===== src/rtl/vram_arbiter_pkg.sv =====
// Shared types for the VRAM arbiter: the host command record and the read-return owner tag.
package vram_arbiter_pkg;

  localparam int VRAM_ADDR_W = 12;
  localparam int VRAM_DATA_W = 16;

  typedef struct packed {
    logic                   we;
    logic [VRAM_ADDR_W-1:0] addr;
    logic [VRAM_DATA_W-1:0] wdata;
  } vram_cmd_t;

  typedef enum logic [1:0] {TAG_NONE, TAG_FETCH, TAG_HOST} vram_tag_t;

endpackage


===== src/rtl/vram_arbiter_cmd_fifo.sv =====
// In-order host command FIFO; full is registered so a pop never re-opens the input in the same cycle.
module vram_arbiter_cmd_fifo
  import vram_arbiter_pkg::*;
#(
  parameter  int DEPTH = 4,
  localparam int PTR_W = $clog2(DEPTH),
  localparam int LVL_W = PTR_W + 1
) (
  input  logic             clk,
  input  logic             rst_n,
  input  logic             push,
  input  vram_cmd_t        din,
  input  logic             pop,
  output vram_cmd_t        dout,
  output logic             full,
  output logic             empty,
  output logic [LVL_W-1:0] level
);

  vram_cmd_t        storage [DEPTH];
  logic [PTR_W-1:0] wr_ptr;
  logic [PTR_W-1:0] rd_ptr;
  logic [LVL_W-1:0] level_n;
  logic             do_push;
  logic             do_pop;

  assign do_push = push && !full;
  assign do_pop  = pop && !empty;
  assign empty   = (level == '0);
  assign dout    = storage[rd_ptr];

  // NOTE: every combinational output gets its default first, so no path can infer a latch.
  always_comb begin
    level_n = level;
    if (do_push && !do_pop)      level_n = level + 1'b1;
    else if (do_pop && !do_push) level_n = level - 1'b1;
  end

  // NOTE: state registers use non-blocking assignments so all flops update from pre-edge values.
  // full resets high, holding the input closed until the first clock out of reset.
  always_ff @(posedge clk) begin
    if (!rst_n) begin
      wr_ptr <= '0;
      rd_ptr <= '0;
      level  <= '0;
      full   <= 1'b1;
    end else begin
      if (do_push) wr_ptr <= wr_ptr + 1'b1;
      if (do_pop)  rd_ptr <= rd_ptr + 1'b1;
      level <= level_n;
      full  <= (level_n == LVL_W'(DEPTH));
    end
  end

  // NOTE: payload storage is not reset; the pointers and level alone decide what is valid.
  always_ff @(posedge clk) begin
    if (do_push) storage[wr_ptr] <= din;
  end

endmodule


===== src/rtl/vram_arbiter.sv =====
// Single-port VRAM arbiter: pixel fetch has hard priority, host commands fill idle cycles in order.
module vram_arbiter
  import vram_arbiter_pkg::*;
#(
  parameter  int ADDR_W       = VRAM_ADDR_W,
  parameter  int DATA_W       = VRAM_DATA_W,
  parameter  int FIFO_DEPTH   = 4,
  parameter  int STARVE_LIMIT = 1024,
  localparam int LVL_W        = $clog2(FIFO_DEPTH) + 1
) (
  input  logic              I_clk_pixel,
  input  logic              I_reset_n,
  input  logic              fetch_req,
  input  logic [ADDR_W-1:0] fetch_addr,
  output logic              fetch_valid,
  output logic [DATA_W-1:0] fetch_data,
  input  logic              cmd_valid,
  output logic              cmd_ready,
  input  logic              cmd_we,
  input  logic [ADDR_W-1:0] cmd_addr,
  input  logic [DATA_W-1:0] cmd_wdata,
  output logic              cmd_rvalid,
  output logic [DATA_W-1:0] cmd_rdata,
  output logic              mem_ce,
  output logic              mem_we,
  output logic [ADDR_W-1:0] mem_addr,
  output logic [DATA_W-1:0] mem_wdata,
  input  logic [DATA_W-1:0] mem_rdata,
  output logic [LVL_W-1:0]  cmd_level,
  output logic              starve,
  input  logic              starve_clr
);

  localparam int CNT_W = $clog2(STARVE_LIMIT + 1);

  vram_cmd_t        cmd_in;
  vram_cmd_t        head;
  logic             full;
  logic             empty;
  logic             pop;
  vram_tag_t        tag;
  vram_tag_t        tag_q;
  logic [CNT_W-1:0] starve_cnt;
  logic [CNT_W-1:0] starve_cnt_n;

  assign cmd_in    = '{we: cmd_we, addr: cmd_addr, wdata: cmd_wdata};
  assign cmd_ready = !full;

  vram_arbiter_cmd_fifo #(.DEPTH(FIFO_DEPTH)) u_cmd_fifo (
    .clk   (I_clk_pixel),
    .rst_n (I_reset_n),
    .push  (cmd_valid && cmd_ready),
    .din   (cmd_in),
    .pop   (pop),
    .dout  (head),
    .full  (full),
    .empty (empty),
    .level (cmd_level)
  );

  // Issue is gated by reset so the memory sees no access while the arbiter is held.
  always_comb begin
    mem_ce    = 1'b0;
    mem_we    = 1'b0;
    mem_addr  = '0;
    mem_wdata = '0;
    tag       = TAG_NONE;
    pop       = 1'b0;
    if (I_reset_n) begin
      if (fetch_req) begin
        mem_ce   = 1'b1;
        mem_addr = fetch_addr;
        tag      = TAG_FETCH;
      end else if (!empty) begin
        pop       = 1'b1;
        mem_ce    = 1'b1;
        mem_we    = head.we;
        mem_addr  = head.addr;
        mem_wdata = head.wdata;
        tag       = head.we ? TAG_NONE : TAG_HOST;
      end
    end
  end

  always_comb begin
    starve_cnt_n = starve_cnt;
    if (pop)
      starve_cnt_n = '0;
    else if (!empty && fetch_req && starve_cnt != CNT_W'(STARVE_LIMIT))
      starve_cnt_n = starve_cnt + 1'b1;
  end

  // tag_q names the owner of the read whose data arrives on mem_rdata this cycle.
  always_ff @(posedge I_clk_pixel) begin
    if (!I_reset_n) begin
      tag_q       <= TAG_NONE;
      fetch_valid <= 1'b0;
      fetch_data  <= '0;
      cmd_rvalid  <= 1'b0;
      cmd_rdata   <= '0;
      starve_cnt  <= '0;
      starve      <= 1'b0;
    end else begin
      tag_q       <= tag;
      fetch_valid <= (tag_q == TAG_FETCH);
      cmd_rvalid  <= (tag_q == TAG_HOST);
      if (tag_q == TAG_FETCH) fetch_data <= mem_rdata;
      if (tag_q == TAG_HOST)  cmd_rdata  <= mem_rdata;
      starve_cnt <= starve_cnt_n;
      starve     <= (starve_cnt_n == CNT_W'(STARVE_LIMIT)) || (starve && !starve_clr);
    end
  end

endmodule


===== config.mk =====
export PLATFORM = sky130hd
export DESIGN_NAME = vram_arbiter
export DESIGN_NICKNAME = d
export VERILOG_FILES = /design/src/rtl/vram_arbiter_pkg.sv /design/src/rtl/vram_arbiter_cmd_fifo.sv /design/src/rtl/vram_arbiter.sv
export SDC_FILE = /design/constraint.sdc
export NUM_CORES = 1
export LEC_CHECK = 0
export BUFFER_PORTS_ARGS = -buffer_cell sky130_fd_sc_hd__buf_4
export CORE_MARGIN = 1
export CORE_UTILIZATION = 55
export CTS_CLUSTER_SIZE = 40
export DETAILED_ROUTE_END_ITERATION = 8
export PLACE_DENSITY = 0.77
export SLEW_MARGIN = 20
export SYNTH_ARGS = -nofsm -noshare
export SYNTH_HDL_FRONTEND = slang
export SYNTH_HIERARCHICAL = 1
export SYNTH_SLANG_ARGS = --single-unit
export TNS_END_PERCENT = 100

===== constraint.sdc =====
create_clock -name I_clk_pixel -period 4.4 [get_ports I_clk_pixel]
set_clock_uncertainty 0.1 [all_clocks]
set_input_delay 0.44 -clock I_clk_pixel [delete_from_list [all_inputs] [get_ports I_clk_pixel]]
set_output_delay 0.44 -clock I_clk_pixel [all_outputs]
set_load 0.05 [all_outputs]

==> summary.md, run 1 <==
| Metric | Value |
|---|---|
| P per Cell Area | 439 nW/um2 |
| RSZ-0062 raised after global routing | false |
| Die area | ~13000 um2 |
| Max clock buf depth | 2 |
| Status | complete, no violations |
| FF+latch area | 4650 um2 |
| Comb power frac | 15.1% |
| Vias/cell | 5.40 |
| Most used DFF post-synth | edfxtp_1 |
| Clock transition at path regs | 0.06 ns |
| Startpoint Class | flip-flop |
| Cell Area, Synth | 7170 um2 |
| Multi-input logic area | 2300 um2 |
| Syn Inst Count | 507 |
| Post-synthesis simple-gate area fraction | 11.3% |
| Clock sinks | 174 |
| MaxCap Viol Count | 0 |
| Setup TNS | 0 ns |
| Area grow syn2layout | 23.2% |
| DRT Pass-1 Iters | 5 |
| Chip height | 116 um |
| Largest family of logic cells by synthesized area | simple AND/OR/NAND/NOR gates |
| Num rows | 41 |
| Clock latency on the worst-skew pair | 0.42 ns |
| Diodes inserted | 0 |
| Max IR drop VDD | 0.000402 V |
| Syn_area_per_cell | 14.1 um2 |
| Most common cell in the synthesized netlist | edfxtp_1 |
| Number of synthesized flops with an enable pin | 116 |
| DP HPWL | between 9000 and 10000 um |
| Critical path, cell by cell | buf_4 -> mux4_1 -> a22o_1 -> buf_4 |
| Crit Path Max Fanout | 18 |
| Largest delay share family, worst path | flip-flops |
| Clock power frac | a little under two fifths |
| Initial antenna violation count | 0 |
| 1st-iter DRT viols | 304 |
| Cell taking the most area after synthesis | edfxtp_1 |
| Vias in the first global route | approximately 4300 |
| Routed len/inst | 16.9 um |
| Most frequent CP cell | buf_4 |
| HP Class | input port to flip-flop |
| Slew headroom | a little over half |
| Post-synthesis cell type count | 52 |
| Static leakage | 3.22 nW |
| Fillers | 840 |
| Mux contribution to synthesized area | 9.59% |
| Hold Path Origin | cmd_wdata[10] |
| Synth top cells by count | edfxtp_1 (116), nand2_1 (73), dfxtp_1 (58) |
| Synth Register Bits | 174 |
| WP buf/inv | 2 |
| Slowest cell on crit path | dfxtp_2 |
| Via count | 4415 |
| Switch Pwr | 1.02 mW |
| Synth Area in Adders | 1.57% |
| R2r startpoint | u_cmd_fifo/level[0]$_SDFF_PN0_ |
| Largest net degree at the start of global routing | 45 |
| Number of buffers created by CTS | 17 |
| IO Count | 131 |
| H-Tree Depth | 4 |
| Initial core utilization | 56.6% |
| Max Clk Rate | about 320 MHz |
| Max-slew violation count | 0 |
| Resize count post-CTS | 0 |
| Syn Nets | 578 |
| Worst Max-Slew Pin Slew | between 0.7 and 0.8 ns |
| Root buffer cell | clkbuf_16 |
| Hold WS | roughly 0.11 ns |
| CTS tree | built |
| Sequential Power Share | 46.9% |
| Syn. warnings | 6 |
| Synth Area in XOR/XNOR | 1.83% |
| Global route overflow | 0 |
| Kind of critical path | flip-flop to primary output |
| Final net count | 704 |
| Compound-gate portion of the synthesized area | between 7 and 8% |
| GPL Wtd Cong | approximately 0.88 |
| CP Capture Type | primary output |
| Hold Vio Cnt, Final | 0 |
| Post-Route WL | between 10000 and 15000 um |
| Post-CTS Setup Bufs | 0 |
| Total GRT Usage | 21.7% |
| Critical path arrival | between 2 and 3 ns |
| Final setup viols | 0 |
| Internal Pwr Total | between 2 and 3 mW |
| Residual DRC | 0 |
| CP peak stage delay | 0.74 ns |
| Post-placement cell count | 786 |
| Top post-synthesis cells by area | edfxtp_1 (49%), dfxtp_1 (16%), mux4_2 (8.8%) |
| Layout cells sized above 1 | 31.9% |
| Fin crit share | 70.0% |
| Total Power | ~3.9 mW |
| Post-route ant nets | 0 |
| Sequential area share after synthesis | between 60% and 70% |
| CP required | 3.86 ns |
| First-pass GRT wire length | 21200 um |
| Number of port buffers | 130 |
| Sw frac | between 20% and 30% |
| Hold_buf cts | 0 |
| Post-layout minimum cycle time | 3.08 ns |
| Core area | about 13000 um2 |
| Die width | 116 um |
| Post-synth ARST share | 0% |
| Non-filler cells, final | 818 |
| Synth top area share | 48.6% |
-- logic make-up (layout without fill, tap and decap cells) --
| logic type | Yosys count | in the layout |
|---|---|---|
| AOI/OAI and AO/OA | 71 | 71 |
| DFF | 174 | 174 |
| adders and majority gates | 9 | 9 |
| buffers and inverters | 45 | 184 |
| muxes | 32 | 32 |
| and+or+nand+nor | 161 | 161 |
| xor gates and xnor gates | 15 | 15 |
-- power groups by stage --
stage / Clock (mW) / Sequential (mW) / Combinational, mW
final: 1.47 / 1.82 / 0.586
after global placement: 0 / 1.85 / 0.572
after CTS: 1.50 / 1.82 / 0.588
after detailed placement: 0 / 1.86 / 0.586
after floorplan: 0 / 1.91 / 0.341
after global routing: 1.57 / 1.82 / 0.627
-- layout make-up --
cell class / count / area share (%)
clock buffers: 17 / 4.82
clock inverters: 15 / 1.80
inverters: 14 / 0.595
multi-input cells: 288 / 26.0
flip-flops and latches: 174 / 52.6
well taps: 172 / 2.44
repair buffers: 138 / 11.7
-- per-layer routing --
layer	track usage [%]	vias to the layer above	routed length, um
met2	36.0	146	6910
met5	0	-	0
met3	5.81	17	850
met1	26.9	2143	5880
li1	-	2109	-
met4	9.23	0	190
-- registers in the layout (all words and copies together) (netlist names), 2 cells and up, named ones only --
register	count
u_cmd_fifo/storage	116
cmd_rdata	16
fetch_data	16
starve_cnt	11
u_cmd_fifo/level	3
tag_q	2
u_cmd_fifo/rd_ptr	2
u_cmd_fifo/wr_ptr	2
-- cells in the final DEF (no fill, tap or decap), types with 4 or more instances in the layout --
master | Yosys | layout
buf_4 | 6 | 138
edfxtp_1 | 116 | 116
nand2_1 | 73 | 73
dfxtp_1 | 58 | 57
mux4_2 | 28 | 28
and2_1 | 25 | 25
nor2_1 | 19 | 19
a21boi_1 | 19 | 19
clkbuf_16 | 0 | 17
inv_1 | 14 | 14
a21boi_0 | 14 | 14
a22o_1 | 12 | 12
xnor2_1 | 12 | 12
ha_1 | 9 | 9
nand2b_1 | 7 | 7
nor3_1 | 7 | 7
inv_6 | 0 | 6
nor2b_1 | 7 | 5
nor4_1 | 4 | 4
o21ai_0 | 4 | 4
a21oi_1 | 4 | 4
-- metrics by stage --
stage	util (%)	setup slack, ns	area [um2]
2_1_floorplan	-	1.25	7170
3_3_place_gp	65.0	1.69	8240
3_5_place_dp	65.1	1.54	8240
4_1_cts	69.7	1.23	8830
5_1_grt	69.7	1.13	8830
6_report	69.7	1.32	8830
-- worst paths after layout --
path / endpoint / slack, ns / depth (start not counted)
min: u_cmd_fifo/storage[3][10]$_DFFE_PP_ / 0.11 / 1
max: mem_addr[6] / 1.32 / 4
min reg2reg: fetch_data[7]$_SDFFE_PN0P_ / 0.35 / 2
max reg2reg: u_cmd_fifo/full$_SDFF_PN1_ / 1.48 / 9
Power figures use the tool's default switching activity.
==> inputs of run 2 (changes only) <==
--- a/config.mk
+++ b/config.mk
@@ -7,10 +7,10 @@
 export LEC_CHECK = 0
 export BUFFER_PORTS_ARGS = -buffer_cell sky130_fd_sc_hd__buf_4
 export CORE_MARGIN = 1
-export CORE_UTILIZATION = 55
+export CORE_UTILIZATION = 50
 export CTS_CLUSTER_SIZE = 40
 export DETAILED_ROUTE_END_ITERATION = 8
-export PLACE_DENSITY = 0.77
+export PLACE_DENSITY = 0.74
 export SLEW_MARGIN = 20
 export SYNTH_ARGS = -nofsm -noshare
 export SYNTH_HDL_FRONTEND = slang
==> constraint.sdc (replaced) <==
create_clock -name I_clk_pixel -period 2.5 [get_ports I_clk_pixel]
set_clock_uncertainty 0.1 [all_clocks]
set_input_delay 0.25 -clock I_clk_pixel [delete_from_list [all_inputs] [get_ports I_clk_pixel]]
set_output_delay 0.25 -clock I_clk_pixel [all_outputs]
set_load 0.05 [all_outputs]
==> run 2 against run 1 <==
  * Routed wire length up 10%
  * Via count rose by 7.2%
  * Global-route usage is essentially flat
  * Sequential share of layout area fell by 4.1 points
  * Largest power group unchanged
  * Register-to-register slack lost 1.2 ns
  * Combinational power increased by 110%
  * Sequential power increased by 76%
  * Final area increased by 8.7%
  * Die area grew 9.8%
  * Worst setup slack worse by 1.2 ns
  * Critical endpoint is now mem_addr[2]
==> summary.md, run 2 (synthesis results as in run 1) <==
| Metric | Value |
|---|---|
| Status | complete, no violations |
| Root buffer cell | clkbuf_16 |
| DR WL met3 | 1130 um |
| Number of port buffers | 130 |
| Initial antenna violation count | 0 |
| Worst Hold Path EP | starve$_SDFF_PN0_ |
| DP HPWL | about 9600 um |
| Max IR drop VDD | 0.000617 V |
| Initial core utilization | 51.4% |
| Sequential Power Share | 45.4% |
| Layout cells sized above 1 | ~32% |
| Most flops, register | u_cmd_fifo/storage |
| Max-slew violation count | 0 |
| Vias in the first global route | 4744 |
| First-pass GRT wire length | between 20000 and 25000 um |
| Metal2 WL | 7770 um |
| Total GRT Usage | 21.6% |
| Critical path arrival | 2.05 ns |
| Commonest cells after routing, fill and taps aside | buf_4 (126), edfxtp_1 (116), nand2_1 (73) |
| Post-layout util | 68.9% |
| GPL Wtd Cong | 0.938 |
| Diodes inserted | 0 |
| Fillers | 928 |
| Post-route ant nets | 0 |
| Startpoint Class | flip-flop |
| Worst Reg2Reg Path Length in Cells | 10 |
| Clock power frac | 36.8% |
| Global route overflow | 0 |
| Static leakage | approximately 3.5 nW |
| Post-layout minimum cycle time | between 2 and 2.5 ns |
| Residual DRC | 0 |
| Vias/cell | about 5.3 |
| R2R Path End | u_cmd_fifo/full$_SDFF_PN1_ |
| R2r startpoint | u_cmd_fifo/level[1]$_SDFF_PN0_ |
| Clock transition at path regs | 0.06 ns |
| M1 WL | 6080 um |
| Number of buffers created by CTS | 17 |
| DRT Pass-1 Iters | 5 |
| Via count | 4734 |
| Post-Route WL | 15200 um |
| Top Registers | u_cmd_fifo/storage x116, cmd_rdata x16, fetch_data x16 |
| Core area | 13900 um2 |
| Final net count | 764 |
| Reg-to-reg slack, setup | roughly 0.28 ns |
| Hold path depth | 3 |
| Worst Max-Slew Pin Slew | between 0.6 and 0.7 ns |
| Hold Vio Cnt, Final | 0 |
| MaxCap Viol Count | 0 |
| HP Class | input port to flip-flop |
| Max clock buf depth | 2 |
| Final setup viols | 0 |
| CP required | about 2.2 ns |
| CP Capture Type | primary output |
| Kind of critical path | flip-flop to primary output |
| Chip height | 122 um |
| Routed len/inst | 17.2 um |
| H-Tree Depth | 4 |
| Slew headroom | between 50% and 60% |
| 1st-iter DRT viols | 393 |
| Sw frac | around a quarter |
| Fin crit share | 96.2% |
| Crit Path Max Fanout | 8 |
| Post-route cell area | 9600 um2 |
| Post-Place Cell Area | 8400 um2 |
| Num rows | 43 |
| Max FFs per register | 116 |
| Commonest non-fill, non-tap cell in the layout | buf_4 |
| Area grow syn2layout | 34.0% |
| Die area | ~15000 um2 |
| Switch Pwr | 1.79 mW |
| Hold Path Origin | starve_clr |
| IO Count | around 130 |
| Max Clk Rate | 416 MHz |
| CTS tree | built |
| Clock latency on the worst-skew pair | 0.41 ns |
| RSZ-0062 raised after global routing | false |
| Clock sinks | 174 |
| P per Cell Area | approximately 730 nW/um2 |
| Highest Signal Layer | met4 |
| Comb power frac | 17.8% |
| Largest net degree at the start of global routing | 40 |
| Die width | 122 um |
| Internal Pwr Total | 5.26 mW |
run 2: changes by cell type in the layout (fill, tap and decap cells not counted), moves of 2 or more:
cell           previous run  this run
and2_2                    0         4
buf_6                     0        18
inv_6                     6         3
ha_1                      9         7
buf_12                    0         6
dfxtp_1                  57        54
clkbuf_1                  0         4
dfxtp_4                   0         2
clkinv_4                  3         0
and2_1                   25        20
dlygate4sd3_1             0        46
buf_4                   138       126
run 2: metrics by stage:
stage	hold WS (ns)	power [mW]	setup TNS, ns	setup slack (ns)	instances
final	0.0357	7.05	0	0.0953	885
after global routing	0.0402	7.28	0	0.0195	885
after CTS	0.0328	7.02	-0.00262	-0.00262	883
after detailed placement	0.351	4.34	0	0.192	803
after global placement	0.342	4.31	0	0.339	803
after floorplan	0.230	3.97	0	0.0344	507
run 2: critical path: stages (launching register included):
cell and delay (ns):
dfxtp_4 0.37, inv_1 0.06, ha_2 0.19, ha_4 0.18
nor3b_4 0.17, buf_6 0.17, clkbuf_16 0.16, a22o_1 0.16
buf_6 0.16
run 2: worst max-delay path by stage:
| stage | cells past startpoint | startpoint | endpoint | slack, ns |
|---|---|---|---|---|
| finish | 8 | u_cmd_fifo/level[1]$_SDFF_PN0_ | mem_addr[2] | 0.1 |
| detailed placement | 9 | u_cmd_fifo/level[0]$_SDFF_PN0_ | starve$_SDFF_PN0_ | 0.19 |
| CTS | 8 | u_cmd_fifo/level[0]$_SDFF_PN0_ | mem_addr[2] | -0.003 |
| floorplan | 11 | u_cmd_fifo/level[0]$_SDFF_PN0_ | u_cmd_fifo/full$_SDFF_PN1_ | 0.03 |
| global route | 8 | u_cmd_fifo/level[1]$_SDFF_PN0_ | mem_addr[0] | 0.02 |
| global placement | 9 | u_cmd_fifo/level[0]$_SDFF_PN0_ | starve$_SDFF_PN0_ | 0.34 |
run 2: cell type report:
class / instances / area, um2 / area share, %
Clock buffer: 21 / 440 / 4.59
Clock inverter: 10 / 138 / 1.43
Inverter: 14 / 52.6 / 0.547
Multi-Input combinational cell: 288 / 2320 / 24.2
Sequential cell: 174 / 4650 / 48.5
Tap cell: 180 / 225 / 2.35
Timing Repair Buffer: 198 / 1770 / 18.4
run 2: power by group through the flow:
stage / Clock (mW) / Sequential (mW) / Combinational (mW)
after floorplan: 0 / 3.37 / 0.605
after global placement: 0 / 3.25 / 1.06
after detailed placement: 0 / 3.26 / 1.08
after CTS: 2.64 / 3.20 / 1.18
after global routing: 2.73 / 3.20 / 1.34
final: 2.60 / 3.20 / 1.25
run 2: timing repair:
action / in CTS / in global routing
endpoints found under the hold margin: 143 / 0
buffers inserted: 2 / 1
resized for setup: 17 / 13
endpoints found under the setup margin: 29 / 35
hold buffers: 46 / 0
pin swaps: 1 / 2
cloned: 1 / 1
run 2: layer usage:
layer	GRT usage [%]	vias up
met5	0	-
met4	7.25	0
met3	6.41	19
met2	37.5	194
met1	25.6	2284
li1	-	2237
